===== src/rtl/rom_burst_reader.sv =====
// Purpose : burst-copies a run-time number of words from a synchronous ROM into a register array, streaming each word out.
// Latency : first word appears on out_* RD_LAT+2 cycles after start is sampled, then one word per cycle; done with the last word.
// Backpressure: none; one address per cycle, and the consumer must accept out_valid whenever it strobes.
//
// Ports:
//   clk, reset        single rising-edge clock, synchronous active-high reset
//   start, abort      begin a burst (IDLE/DONE only) / cancel; abort wins over start
//   base_addr, length burst base address and word count, sampled with start
//   rom_q_data_in     ROM read data, valid RD_LAT cycles after address
//   address           ROM address, holds last issued value outside ISSUE
//   busy, done        busy in ISSUE/DRAIN; done is a level held in DONE
//   out_valid/out_data/out_index  one-cycle strobe per captured word
//   rom_data          captured words, rom_data[i] = ROM[base+i]
module rom_burst_reader #(
    parameter int DEP    = 32,
    parameter int WID    = 8,
    parameter int AW     = 9,
    parameter int RD_LAT = 1
) (
    input  logic                       clk,
    input  logic                       reset,
    input  logic                       start,
    input  logic                       abort,
    input  logic [AW-1:0]              base_addr,
    input  logic [$clog2(DEP+1)-1:0]   length,
    input  logic [WID-1:0]             rom_q_data_in,
    output logic [AW-1:0]              address,
    output logic                       busy,
    output logic                       done,
    output logic                       out_valid,
    output logic [WID-1:0]             out_data,
    output logic [$clog2(DEP)-1:0]     out_index,
    output logic [DEP-1:0][WID-1:0]    rom_data
);

    localparam int LW = $clog2(DEP + 1);
    localparam int IW = $clog2(DEP);

    typedef enum logic [1:0] {
        S_IDLE  = 2'd0,
        S_ISSUE = 2'd1,
        S_DRAIN = 2'd2,
        S_DONE  = 2'd3
    } state_t;

    state_t          state;
    logic [IW-1:0]   issue_idx;     // array index of the address currently on the bus
    logic [LW-1:0]   burst_len;     // clamped length latched at start

    // One tag per outstanding read: travels alongside the ROM latency so the
    // capture point knows which index it is writing, independent of FSM state.
    logic            tag_vld  [RD_LAT];
    logic [IW-1:0]   tag_idx  [RD_LAT];
    logic            tag_last [RD_LAT];

    logic [LW-1:0]   len_clamped;
    logic            issue_last;
    logic            cap_vld;
    logic [IW-1:0]   cap_idx;
    logic            cap_last;

    always_comb begin
        len_clamped = length;
        if (length > LW'(DEP)) begin
            len_clamped = LW'(DEP);
        end
    end

    assign issue_last = (LW'(issue_idx) == (burst_len - LW'(1)));

    assign cap_vld  = tag_vld[RD_LAT-1];
    assign cap_idx  = tag_idx[RD_LAT-1];
    assign cap_last = tag_last[RD_LAT-1];

    always_ff @(posedge clk) begin
        if (reset) begin
            state     <= S_IDLE;
            address   <= '0;
            busy      <= 1'b0;
            done      <= 1'b0;
            out_valid <= 1'b0;
            out_data  <= '0;
            out_index <= '0;
            rom_data  <= '0;
            issue_idx <= '0;
            burst_len <= '0;
            for (int k = 0; k < RD_LAT; k++) begin
                tag_vld[k]  <= 1'b0;
                tag_idx[k]  <= '0;
                tag_last[k] <= 1'b0;
            end
        end else begin
            // Tag pipeline; abort flushes every in-flight tag so nothing
            // arriving later from the ROM is captured.
            tag_vld[0]  <= (state == S_ISSUE) && !abort;
            tag_idx[0]  <= issue_idx;
            tag_last[0] <= issue_last;
            for (int k = 1; k < RD_LAT; k++) begin
                tag_vld[k]  <= tag_vld[k-1] && !abort;
                tag_idx[k]  <= tag_idx[k-1];
                tag_last[k] <= tag_last[k-1];
            end

            // The word landing on the abort edge is still stored, but it is
            // not announced: no out_valid may follow an abort.
            out_valid <= 1'b0;
            if (cap_vld) begin
                rom_data[cap_idx] <= rom_q_data_in;
                if (!abort) begin
                    out_valid <= 1'b1;
                    out_data  <= rom_q_data_in;
                    out_index <= cap_idx;
                end
            end

            if (abort) begin
                state <= S_IDLE;
                busy  <= 1'b0;
                done  <= 1'b0;
            end else begin
                case (state)
                    S_IDLE, S_DONE: begin
                        if (start) begin
                            if (len_clamped == '0) begin
                                // Empty burst: straight to DONE, no ROM access.
                                state <= S_DONE;
                                done  <= 1'b1;
                            end else begin
                                state     <= S_ISSUE;
                                busy      <= 1'b1;
                                done      <= 1'b0;
                                address   <= base_addr;
                                issue_idx <= '0;
                                burst_len <= len_clamped;
                            end
                        end
                    end
                    S_ISSUE: begin
                        if (issue_last) begin
                            state <= S_DRAIN;
                        end else begin
                            address   <= address + AW'(1);
                            issue_idx <= issue_idx + IW'(1);
                        end
                    end
                    S_DRAIN: begin
                        // The last tag always reaches capture after ISSUE ends
                        // (RD_LAT >= 1), so only DRAIN needs to look for it.
                        if (cap_vld && cap_last) begin
                            state <= S_DONE;
                            busy  <= 1'b0;
                            done  <= 1'b1;
                        end
                    end
                    default: begin
                        state <= S_IDLE;
                    end
                endcase
            end
        end
    end

endmodule


===== config.mk =====
export PLATFORM = sky130hd
export DESIGN_NAME = rom_burst_reader
export DESIGN_NICKNAME = d
export VERILOG_FILES = /design/src/rtl/rom_burst_reader.sv
export SDC_FILE = /design/constraint.sdc
export NUM_CORES = 1
export LEC_CHECK = 0
export CAP_MARGIN = 20
export CELL_PAD_IN_SITES_DETAIL_PLACEMENT = 0
export CELL_PAD_IN_SITES_GLOBAL_PLACEMENT = 1
export CORE_MARGIN = 4
export CORE_UTILIZATION = 33
export DETAILED_ROUTE_END_ITERATION = 8
export PLACE_DENSITY_LB_ADDON = 0.08
export SETUP_SLACK_MARGIN = 0.02
export SKIP_CTS_REPAIR_TIMING = 1
export SYNTH_ARGS = -nofsm -noshare
export SYNTH_HDL_FRONTEND = slang
export SYNTH_SLANG_ARGS = --single-unit

===== constraint.sdc =====
create_clock -name clk -period 2.1 [get_ports clk]
set_input_delay 0.42 -clock clk [delete_from_list [all_inputs] [get_ports clk]]
set_output_delay 0.42 -clock clk [all_outputs]
set_load 0.05 [all_outputs]

-- Word-level counts from Yosys, hierarchy flattened
Memories as Yosys holds them, arrays and structs flattened.
Cells that the tools add are included.
- multiply operators: 0
- $lt $le $gt $ge: 3
- bitwise operators: 3
- shifts and indexed selects: 0
- eq/ne operators: 9
- mux-type cells: 35
- reduce and logical (&&, ||, !) cells: 20
- div/mod/pow operators: 0
- add/sub/neg operators: 3
- operator list (cell ; count):
    $bwmux 256 ; 1
    $demux 8 s5 ; 1
    $mux 9 ; 3
    $mux 5 ; 4
    $pmux 9 s2 ; 1
    $mux 1 ; 15
    $ne 2x2->1 const B ; 5
    $pmux 5 s2 ; 1
    $add 9x1->9 const B ; 1
    $mux 2 ; 4
    $mux 8 ; 1
    $reduce_and 4->1 ; 2
    $eq 5x6->1 ; 1
    $gt 6x6->1 const B ; 1
    $logic_not 6->1 ; 1
    $lt 5x6->1 const B ; 1
    $mux 6 ; 1
    $pmux 2 s3 ; 1
    $reduce_and 3->1 ; 2
    $reduce_or 2->1 ; 3
    $sub 6x1->6 const B ; 1
    $add 5x1->5 const B ; 1
    $ge 5x1->1 const B ; 1
    $reduce_and 5->1 ; 1
    other kinds (11) ; 19
- output and inout bits: 281
- memories kept: 3
- bits in latches: 0
- word-level logic and storage cells: 117
- flip-flop bits (word level): 294
- bits of input ports: 27
- bits in read-only memories: 0
- RAM bits: 7
- memories (memory ; words ; bits a word ; rd ports ; clocked after memory_dff ; write ports ; RTL line ; text):
    tag_idx ; 1 ; 5 ; 1 ; 0 ; 1 ; 53 ; logic [IW-1:0] tag_idx [RD_LAT];
    tag_last ; 1 ; 1 ; 1 ; 0 ; 1 ; 54 ; logic tag_last [RD_LAT];
    tag_vld ; 1 ; 1 ; 1 ; 0 ; 1 ; 52 ; logic tag_vld [RD_LAT];

-- Depth between registers and ports, before layout
- depth after elaboration: 6
- mapped depth: 10
- mapped depth without buffers: 8

-- Worst setup path after synthesis
OpenSTA, ideal clock, no wires.
- path kind: register -> register
- start point: reg burst_len[0]
- end point: reg address[4]
- arrival: 2.045 ns
- slack: -0.041 ns
- path buffers: 0
- setup time: 0.096 ns
- cell stages (with the launch flop): 9
- clock period less this slack: 2.141 ns
- required time: 2.004 ns
- path through: dfxtp_1 -> inv_1 -> ha_1 -> xnor2_1 -> a221oi_1 -> a41oi_1 -> o21ai_2 -> or4_4 -> o311ai_1
- cells in the longest elaborated chain, start to end: 4
- RTL lines (item ; RTL line ; text):
    from (decl) ; 48 ; logic [LW-1:0] burst_len;
    from (signal assigned) ; 134 ; burst_len <= len_clamped;
    $sub 6x1->6 ; 69 ; assign issue_last = (LW'(issue_idx) == (burst_len - LW'(1)));
    $eq 5x6->1 ; 69 ;
    $ne 2x2->1 (no line) ; -- ;
    $reduce_and 5->1 (no line) ; -- ;
    to (signal assigned) ; 132 ; address <= base_addr;
    to (signal assigned) ; 142 ; address <= address + AW'(1);
    to (decl) ; 27 ; output logic [AW-1:0] address,
No other way between the ends.
A chain may end at the register's enable or synchronous reset.

-- Worst setup path after layout
- start point: reg burst_len[1]
- end point: reg address[4]
Same word-level chain as after synthesis.

==> results.txt <==
----------------------------------------------------
[Synth]
  Number of synthesized flops with an enable pin ... 0
  Async SR Flop Fraction ... 0%
  Dominant combinational cell family by area after synthesis ... multiplexers
  Synthesized netlist cell count ... between 1,000 and 1,500
  Share of the synthesized area in compound gates (AO/OA/AOI/OAI) ... about 5.8%
  Number of distinct library cells after synthesis ... between 50 and 60
  Post-synth net total ... between 1,000 and 1,500
  Xor/xnor cell area share of the yosys netlist ... less than 1%
  Syn avg cell area ... about 9.5 um^2
  Fraction of the yosys area taken by sequential cells ... around 53%
  Adder-cell share of the synthesized area ... less than 1%
  Top flip-flop cell by instance count after synthesis ... sky130_fd_sc_hd__dfxtp_1
  Basic-gate share of the synthesized area counting and, or, nand and nor cells ... ~17%
  Count of warnings emitted by yosys ... 0
  Total standard cell area after synthesis ... between 10,000 and 15,000 um^2
  Mux cell area share after synthesis ... between 10% and 20%
  Number of storage elements in the synthesis netlist ... approximately 300

[Place]
  Final Wtd Congestion ... 0.777
  Count of port buffers added during placement ... between 300 and 400
  DPL Wire Length ... approximately 25,000 um

[Drt]
  Detailed router's first-iteration violation count ... approximately 460
  1st-pass router iterations ... 4
  Total length of routed wires ... 37,700 um
  Count of antenna-violating nets left after detailed routing ... 0
  Routed wire per std cell ... about 19 um
  Number of vias per cell after detailed routing ... approximately 4.7
  Number of vias after detailed routing ... between 9,000 and 10,000
  Residual DRC count ... 0

[Cells and area]
  Share of post-route cells with drive strength above 1 ... about an eighth
  Net count reported at finish ... between 1,500 and 2,000
  Leading cell type in the layout, fill and taps excluded ... sky130_fd_sc_hd__dfxtp_1
  Core utilization of the finished layout ... 50.6%
  Area overhead of the layout relative to synthesis ... 50.6%
  Antenna fix cells ... 0
  Most frequent cells in the layout ... sky130_fd_sc_hd__dfxtp_1 (298), sky130_fd_sc_hd__dlymetal6s2s_1 (263), sky130_fd_sc_hd__nor2_1 (233)

[Clock network]
  Number of clock sinks ... ~300
  Source-to-sink clock delay at the later pin of the worst-skew pair ... approximately 0.51 ns
  H-Tree Depth ... 2
  Clk slew on worst S/H paths ... around 0.060 ns
  Master cell of the clock root buffer ... sky130_fd_sc_hd__clkbuf_16
  CTS buffer count ... 35
  Clock tree buffer depth ... 3
  Clock tree from TritonCTS ... built

[Global route]
  Pin count of the biggest net entering global routing ... roughly 70
  Aggregate global-route resource usage ... a little under a fifth
  Met2 Track Usage GR ... between 20% and 30%
  Number of global-route vias before repair ... just over 9,000
  GR peak layer ... met2
  Overflow left after global routing ... 0
  Met1 GRT Util ... between 20% and 30%
  Antenna violations before repair ... 0
  Global-route wire length before repair ... around 56,000 um
  GRT met3 Usage ... between 7 and 8%

[Die]
  Core box area ... 33,600 um^2
  Total die area ... approximately 37,000 um^2
  Effective utilization at floorplan ... between 30% and 40%
  Die Y-Extent ... around 190 um
  Number of placement rows ... 67
  Count of boundary I/O pins ... between 300 and 400
  Die outline width ... around 190 um

[Timing]
  Count of final setup violators ... 0
  Final slew viol count ... 0
  Final critical delay including setup and external delays ... ~2.1 ns
  Final period utilization ... between 90% and 100%
  Maximum operating frequency ... approximately 0.48 GHz
  Setup repair after global routing missed its margin ... true
  Worst Hold Margin ... approximately 0.24 ns
  Worst setup skew after layout ... ~0.014 ns
  Transition at the pin with the smallest max-transition slack ... 0.601 ns
  Hold violation count in the final report ... 0
  Relative slew margins ... 59.8%

[Flow run]
  Count of maximum capacitance violations ... 0

[Worst setup path]
  Endpoint required time on the critical path ... ~2.5 ns
  Maximum fanout encountered on the critical timing path ... 6
  Endpoint arrival time on the critical path ... 2.51 ns
  Category of the critical setup timing path ... reg -> reg
  Kind of start point of the critical path ... register
  Crit path capture type ... register

[Power and ir drop]
  Max VDD drop ... approximately 460 uV
  Power density over cell area ... between 700 and 800 nW/um^2
  Leakage ... about 11 nW

[Min path]
  Class of the tightest hold or removal check ... in -> reg

[Outcome]
  Outcome ... completed

----------------------------------------------------
==> worst max-delay path, stage by stage, from the launching register on <==
cell,delay (ns)
sky130_fd_sc_hd__dfxtp_2,0.32
sky130_fd_sc_hd__buf_6,0.11
sky130_fd_sc_hd__nor4_4,0.28
sky130_fd_sc_hd__a21oi_2,0.08
sky130_fd_sc_hd__o2111ai_2,0.27
sky130_fd_sc_hd__o21ai_2,0.11
sky130_fd_sc_hd__or4_4,0.56
sky130_fd_sc_hd__o311ai_1,0.27
==> power breakdown <==
group	leakage [nW]	internal [mW]	total, mW	switching (mW)
Sequential	2.43	5.74	5.77	0.0330
Combinational	8.23	0.255	0.717	0.462
Clock	0.532	3.46	5.81	2.35
Total	11.2	9.46	12.3	2.84
==> cells in the mapped netlist, types with 2 or more instances <==
cell type | number | area share [%]
sky130_fd_sc_hd__o21ai_0 | 5 | 0.22
sky130_fd_sc_hd__o311ai_0 | 3 | 0.23
sky130_fd_sc_hd__inv_1 | 9 | 0.30
sky130_fd_sc_hd__nand2b_1 | 9 | 0.50
sky130_fd_sc_hd__nor2b_1 | 7 | 0.39
sky130_fd_sc_hd__xnor2_1 | 2 | 0.16
sky130_fd_sc_hd__a31oi_1 | 5 | 0.28
sky130_fd_sc_hd__buf_6 | 2 | 0.20
sky130_fd_sc_hd__nand2_1 | 103 | 3.4
sky130_fd_sc_hd__nor2_2 | 8 | 0.44
sky130_fd_sc_hd__clkbuf_1 | 88 | 2.9
sky130_fd_sc_hd__and2_1 | 2 | 0.11
sky130_fd_sc_hd__nand3b_1 | 4 | 0.27
sky130_fd_sc_hd__or3_1 | 2 | 0.11
sky130_fd_sc_hd__mux2i_1 | 210 | 19
sky130_fd_sc_hd__ha_1 | 6 | 0.67
sky130_fd_sc_hd__or2_2 | 3 | 0.17
sky130_fd_sc_hd__o32ai_1 | 7 | 0.54
sky130_fd_sc_hd__nand3_1 | 59 | 2.6
sky130_fd_sc_hd__dfxtp_1 | 301 | 53
sky130_fd_sc_hd__nor3_1 | 8 | 0.35
sky130_fd_sc_hd__xor2_1 | 4 | 0.31
sky130_fd_sc_hd__nor4_1 | 2 | 0.11
sky130_fd_sc_hd__nor2_1 | 234 | 7.8
sky130_fd_sc_hd__a21oi_1 | 76 | 3.4
sky130_fd_sc_hd__nor3b_1 | 4 | 0.27
sky130_fd_sc_hd__o311ai_1 | 3 | 0.23
==> state kept, by name, summed over array words and instances, names as in the netlist <==
register,cells
tag_last,1
out_data,8
out_valid,1
done,1
burst_len,6
tag_vld,1
tag_idx,5
busy,1
rom_data,256
out_index,5
state,2
issue_idx,5
address,9
==> layer usage <==
metal	vias to the layer above	part of all wire, %	wire length, um
li1	4650	-	-
met1	4440	46	17200
met2	239	44	16600
met3	26	9.3	3510
met4	0	1.1	405
met5	-	0	0
==> metrics by stage <==
stage / instances / total power, mW / TNS (ns) / cell area (um^2) / setup slack [ns]
5_1_grt: 1979 / 12.8 / -0.684 / 17000 / -0.106
6_report: 1979 / 12.3 / 0 / 17000 / 0.00669
3_5_place_dp: 1918 / 6.59 / -2.11 / 15100 / -0.211
4_1_cts: 1976 / 12.5 / -4.66 / 16200 / -0.121
3_3_place_gp: 1918 / 6.59 / -1.79 / 15100 / -0.171
2_1_floorplan: 1191 / 6.28 / 0 / 11300 / 0.0498
==> worst paths after layout <==
path                      from      endpoint  slack, ns  cells past startpoint
setup / recovery  burst_len[1]    address[4]      0.007                      7
hold / removal           reset   tag_last[0]       0.24                      2
setup reg to reg  burst_len[1]    address[4]      0.007                      7
hold reg to reg   rom_data[78]  rom_data[78]       0.45                      2
==> final cells by class <==
class                   instances  area (um^2)
inverters                      10         40.0
flip-flops and latches        301         6030
multi-input cells             789         5010
well taps                     448          561
repair buffers                373         4280
clock buffers                  48          965
fillers                      3138        16600
clock inverters                10          115
==> cell families (layout without fill, tap and decap cells) <==
| kind of cell | Yosys count | count (layout) |
|---|---|---|
| XOR/XNOR | 6 | 6 |
| adder cells (fa/ha/maj) | 6 | 6 |
| flip-flops | 301 | 301 |
| AND/OR/NAND/NOR | 456 | 456 |
| multiplexers | 211 | 211 |
| buffers and inverters | 101 | 441 |
| AO/OA/AOI/OAI | 110 | 110 |
No activity file was read; power rests on OpenSTA's default activity.
